===== config.mk =====
export PLATFORM = sky130hd
export DESIGN_NAME = if_stage
export DESIGN_NICKNAME = d
export VERILOG_FILES = /design/src/rtl/if_stage.sv
export SDC_FILE = /design/constraint.sdc
export NUM_CORES = 1
export LEC_CHECK = 0
export BUFFER_PORTS_ARGS = -buffer_cell sky130_fd_sc_hd__buf_2
export CORE_ASPECT_RATIO = 1.75
export CORE_MARGIN = 1.5
export CORE_UTILIZATION = 35
export DETAILED_ROUTE_END_ITERATION = 8
export PLACE_DENSITY = 0.54
export SKIP_LAST_GASP = 1
export SYNTH_ARGS = -nofsm -noshare
export SYNTH_HDL_FRONTEND = slang
export SYNTH_SLANG_ARGS = --single-unit

===== constraint.sdc =====
create_clock -name clk -period 5.48 [get_ports clk]
set_input_delay 1.37 -clock clk [delete_from_list [all_inputs] [get_ports clk]]
set_output_delay 1.37 -clock clk [all_outputs]
set_load 0.05 [all_outputs]

===== src/rtl/if_stage.sv =====
// if_stage: instruction fetch with req/ack memory handshake, redirect handling and IF/ID register.
// Optional build macro IF_PERF_CNT_EN adds fetch_cnt / bubble_cnt counters.
`default_nettype none

module if_stage #(
    parameter logic [31:0] RESET_PC = 32'h0000_0000,
    parameter logic [31:0] NOP_INST = 32'h0000_0013,
    parameter logic [31:0] PC_STEP  = 32'd4
) (
    input  logic        clk,
    input  logic        reset,
    output logic        imem_req,
    output logic [31:0] imem_addr,
    input  logic        imem_ack,
    input  logic [31:0] imem_rdata,
    input  logic        stall,
    input  logic        control_j,
    input  logic [31:0] pc_j,
    output logic [31:0] pipe_pc,
    output logic [31:0] pipe_data,
    output logic        pipe_valid
`ifdef IF_PERF_CNT_EN
    ,
    output logic [31:0] fetch_cnt,
    output logic [31:0] bubble_cnt
`endif
);

    typedef enum logic [0:0] {
        S_FETCH = 1'b0,
        S_HOLD  = 1'b1
    } state_t;

    state_t      r_state, w_state_nx;
    logic [31:0] r_pc, w_pc_nx;
    logic [31:0] r_req_addr, w_req_addr_nx;
    logic        r_busy, w_busy_nx;
    logic        r_kill, w_kill_nx;
    logic [31:0] r_hold_pc, w_hold_pc_nx;
    logic [31:0] r_hold_inst, w_hold_inst_nx;
    logic [31:0] r_pipe_pc, w_pipe_pc_nx;
    logic [31:0] r_pipe_data, w_pipe_data_nx;
    logic        r_pipe_valid, w_pipe_valid_nx;

    logic        w_fetching;
    logic        w_redirect;
    logic        w_accept;
    logic        w_bubble;
    logic [31:0] w_addr;

    assign w_fetching = (r_state == S_FETCH);
    assign w_redirect = control_j & r_pipe_valid & ~stall;
    // r_busy marks a request already in flight whose address must not move
    assign w_addr     = r_busy ? r_req_addr : r_pc;

    assign imem_req   = w_fetching & ~reset;
    assign imem_addr  = w_addr;
    assign pipe_pc    = r_pipe_pc;
    assign pipe_data  = r_pipe_data;
    assign pipe_valid = r_pipe_valid;

    always_comb begin
        w_state_nx      = r_state;
        w_pc_nx         = r_pc;
        w_req_addr_nx   = r_req_addr;
        w_busy_nx       = r_busy;
        w_kill_nx       = r_kill;
        w_hold_pc_nx    = r_hold_pc;
        w_hold_inst_nx  = r_hold_inst;
        w_pipe_pc_nx    = r_pipe_pc;
        w_pipe_data_nx  = r_pipe_data;
        w_pipe_valid_nx = r_pipe_valid;
        w_accept        = 1'b0;
        w_bubble        = 1'b0;

        if (w_redirect) begin
            w_pc_nx    = pc_j;
            w_state_nx = S_FETCH;
            w_bubble   = 1'b1;
            // an unanswered request cannot be withdrawn, so its answer gets killed
            if (w_fetching && !imem_ack) begin
                w_kill_nx     = 1'b1;
                w_busy_nx     = 1'b1;
                w_req_addr_nx = w_addr;
            end else begin
                w_kill_nx = 1'b0;
                w_busy_nx = 1'b0;
            end
        end else if (w_fetching) begin
            if (imem_ack) begin
                w_busy_nx = 1'b0;
                if (r_kill) begin
                    w_kill_nx = 1'b0;
                    w_bubble  = ~stall;
                end else begin
                    w_accept = 1'b1;
                    w_pc_nx  = w_addr + PC_STEP;
                    if (stall) begin
                        w_hold_pc_nx   = w_addr;
                        w_hold_inst_nx = imem_rdata;
                        w_state_nx     = S_HOLD;
                    end else begin
                        w_pipe_pc_nx    = w_addr;
                        w_pipe_data_nx  = imem_rdata;
                        w_pipe_valid_nx = 1'b1;
                    end
                end
            end else begin
                w_busy_nx     = 1'b1;
                w_req_addr_nx = w_addr;
                w_bubble      = ~stall;
            end
        end else if (!stall) begin
            w_pipe_pc_nx    = r_hold_pc;
            w_pipe_data_nx  = r_hold_inst;
            w_pipe_valid_nx = 1'b1;
            w_state_nx      = S_FETCH;
        end

        if (w_bubble) begin
            w_pipe_valid_nx = 1'b0;
            w_pipe_data_nx  = NOP_INST;
        end
    end

    always_ff @(posedge clk) begin
        if (reset) begin
            r_state      <= S_FETCH;
            r_pc         <= RESET_PC;
            r_req_addr   <= RESET_PC;
            r_busy       <= 1'b0;
            r_kill       <= 1'b0;
            r_hold_pc    <= RESET_PC;
            r_hold_inst  <= NOP_INST;
            r_pipe_pc    <= RESET_PC;
            r_pipe_data  <= NOP_INST;
            r_pipe_valid <= 1'b0;
        end else begin
            r_state      <= w_state_nx;
            r_pc         <= w_pc_nx;
            r_req_addr   <= w_req_addr_nx;
            r_busy       <= w_busy_nx;
            r_kill       <= w_kill_nx;
            r_hold_pc    <= w_hold_pc_nx;
            r_hold_inst  <= w_hold_inst_nx;
            r_pipe_pc    <= w_pipe_pc_nx;
            r_pipe_data  <= w_pipe_data_nx;
            r_pipe_valid <= w_pipe_valid_nx;
        end
    end

`ifdef IF_PERF_CNT_EN
    logic [31:0] r_fetch_cnt;
    logic [31:0] r_bubble_cnt;

    always_ff @(posedge clk) begin
        if (reset) begin
            r_fetch_cnt  <= 32'd0;
            r_bubble_cnt <= 32'd0;
        end else begin
            if (w_accept) begin
                r_fetch_cnt <= r_fetch_cnt + 32'd1;
            end
            if (w_bubble) begin
                r_bubble_cnt <= r_bubble_cnt + 32'd1;
            end
        end
    end

    assign fetch_cnt  = r_fetch_cnt;
    assign bubble_cnt = r_bubble_cnt;
`else
    logic w_unused_accept;
    assign w_unused_accept = w_accept;
`endif

endmodule

`default_nettype wire


==> run_results.csv <==
group,metric,value,unit
placed_design,postPlaceCellArea,9610,µm²
cells_and_area,n_antenna_cell,0,
synth,avgSynthCellArea,8.21,µm²
sta,fin_crit_sh,74.9,%
synth,synthCells,1052,
routing,first_iter_violations,412,
sta,finalHoldViolations,0,
critical_path,cp_num_buf_inv,3,
sta,slew_headroom,17.7,%
critical_path,worstPathMaxFanout,42,
synth,async_reset_ff_share,0,%
routing,detail-route-antenna-nets,0,
cts,clkTransAtPathRegs,70,ps
placed_design,place.gp.congestion,0.848,
critical_path,crit_family,"flip-flops",
cts,cts_buffer_depth,2,
critical_path,r2r_start,"r_busy",
cells_and_area,layout.nets,1234,
cts,cts_hold_buffers,0,
sta,worst_slack,1370,ps
sta,rsz0062_at_grt,"no",
routing,avgRoutedWirePerCell,16.5,µm
critical_path,cpMaxStageDelayCell,"dfxtp_2",
sta,fmax,244,MHz
critical_path,cp_cell_sequence,"buf_4, mux2i_1, inv_1, buf_2",
power_and_ir_drop,vdd_drop_max,0.196,mV
cts,cts_made_buffers,17,
cells_and_area,multi_input_area,4250,µm²
critical_path,crit_required,4110,ps
sta,setup_viol,0,
cells_and_area,seq_area,3930,µm²
cells_and_area,stdcell_count,1483,
power_and_ir_drop,fin_total_pwr,3.26,mW
routing,via_per_inst,5.14,
run_status,status,"finished, final reports clean",
cts,tritoncts,"yes",
floorplan,die_x,122,µm
cells_and_area,final_common_cell,"nand2_1",
synth,yosysSeqAreaShare,45.4,%
power_and_ir_drop,cellLeakagePower,4.09,nW
floorplan,fp-row-count,75,
critical_path,max_stage_delay,980,ps
synth,synth-edff-count,0,
cells_and_area,area_growth_syn_to_layout,17.5,%
power_and_ir_drop,powerDensity,321,nW/µm²
placed_design,hpwl,16500,µm
sta,worst_hold_slack,447,ps
placed_design,dp_slack,1710,ps
global_routing,grt_pass1_wl,39000,µm
global_routing,antenna_found_initial,0,
sta,tightestPinTransition,1230,ps
placed_design,portBuffers,166,
cells_and_area,finalInstanceArea,10200,µm²
routing,vias,7620,
run,maxCapViolCount,0,
cts,post-cts-setup-buffers,0,
cts,cts_max_level,4,
synth,syn_area,8640,µm²
cells_and_area,final_core_util,42.1,%
cells_and_area,final_cell_mix,"197 x nand2_1, 194 x dfxtp_1, 165 x buf_2, 117 x nor2_1, 99 x a211oi_1",
min_path,hold_class,"reg -> reg",
synth,synth_cell_type_count,48,
min_path,hp-start,"pipe_pc[1]",
sta,min_period,4110,ps
global_routing,grt_max_degree,97,
cts,clock_latency,430,ps
critical_path,worst_setup_path_start_kind,"flip-flop",
cells_and_area,nFillCells,2496,
sta,fin_worst_skew,8.78,ps
routing,drt-total-wl,24500,µm
cts,clock-sinks,196,
critical_path,worstSetupPathType,"reg -> out",
synth,ys.flop_type,"dfxtp_1",
floorplan,pin_count,167,
cells_and_area,drive_gt1_share,19.0,%
floorplan,dieHeight,211,µm
global_routing,track_usage,19.4,%
floorplan,dieArea,25700,µm²
placed_design,place_inst,1453,
sta,finalMaxSlewViolations,0,
synth,synthesis.nets,1122,
sta,tns,0,ps
floorplan,initial_core_util,35.8,%
routing,dr.pass1.iters,6,
critical_path,end_kind,"output pin",
global_routing,grt.overflow.total,0,
routing,drc_errors,0,
critical_path,arrival,2740,ps
global_routing,grt_pass1_vias,7228,
synth,yosys_warnings,0,
cts,clockRootBuffer,"clkbuf_16",
cts,cts-resized-gates,0,
critical_path,crit_start,"r_busy",
floorplan,core,24100,µm²
synth,synth-seq-cells,196,
synth_stat cells (2+ instances only):
| cell | instances | share of area, % |
|---|---|---|
| xnor2_1 | 24 | 2.4 |
| nor3_1 | 9 | 0.52 |
| nand3_1 | 19 | 1.1 |
| nand4b_1 | 3 | 0.30 |
| o21ai_0 | 44 | 2.5 |
| a211o_1 | 4 | 0.41 |
| nor2_1 | 119 | 5.2 |
| a22oi_1 | 17 | 1.5 |
| buf_6 | 2 | 0.26 |
| a211oi_1 | 99 | 8.6 |
| a311oi_1 | 5 | 0.51 |
| buf_2 | 5 | 0.29 |
| nand2_1 | 197 | 8.6 |
| mux2i_2 | 2 | 0.32 |
| clkbuf_1 | 67 | 2.9 |
| a21oi_1 | 73 | 4.2 |
| mux2i_1 | 63 | 7.3 |
| a31oi_1 | 4 | 0.29 |
| dfxtp_1 | 196 | 45 |
| inv_1 | 35 | 1.5 |
| o221ai_1 | 3 | 0.30 |
| and2_1 | 3 | 0.22 |
| and3_1 | 7 | 0.51 |
| nand4_1 | 4 | 0.29 |
| buf_1 | 9 | 0.39 |
| nand4_2 | 2 | 0.29 |
| o211ai_1 | 2 | 0.17 |
| nand3b_1 | 4 | 0.35 |
| o22ai_1 | 12 | 0.87 |
state kept, by name, summed over array words and instances (netlist names), 32 cells and up:
name,count
pipe_data,32
pipe_pc,32
r_hold_inst,32
r_hold_pc,32
r_pc,32
r_req_addr,32
path summary, 6_finish.rpt:
check	end	slack, ps	cells after the start
worst max register to register	r_pc[18]	1920	10
worst min register to register	pipe_pc[1]	450	2
worst min-delay path	pipe_pc[1]	450	2
worst max-delay path	imem_addr[7]	1370	4
worst min-delay path, cell delays in order (launching register included):
cell	delay (ps)
dfxtp_1	310
nand2_1	50
a21oi_1	50
layer usage:
metal	GRT usage, %	share of wire [%]	vias to the layer above
li1	-	-	3883
met1	24.4	45	3527
met2	32.1	48	168
met3	3.27	3.2	42
met4	8.88	3.2	0
met5	0	0	-
report_power, final:
part	leakage, nW	internal [mW]	switching (mW)	total (mW)
Clock	0.264	0.642	0.545	1.19
Sequential	1.60	1.50	0.0596	1.56
Combinational	2.23	0.149	0.365	0.514
cell type report:
cell class	count	area share (%)
Tap cell	308	3.80
Clock inverter	10	0.826
Inverter	35	1.29
Timing Repair Buffer	177	9.02
Clock buffer	20	4.50
Multi-Input combinational cell	737	41.9
Sequential cell	196	38.7
kinds of logic after synthesis:
| kind of cell | after synthesis | share of synthesized area [%] |
|---|---|---|
| mux | 65 | 7.62 |
| compound gates | 270 | 20.3 |
| xor+xnor | 24 | 2.43 |
| flops | 196 | 45.4 |
| simple gates | 377 | 18.5 |
| fa+ha+maj | 1 | 0.145 |
| buf+inv | 119 | 5.60 |
No activity file was read; power rests on OpenSTA's default activity.
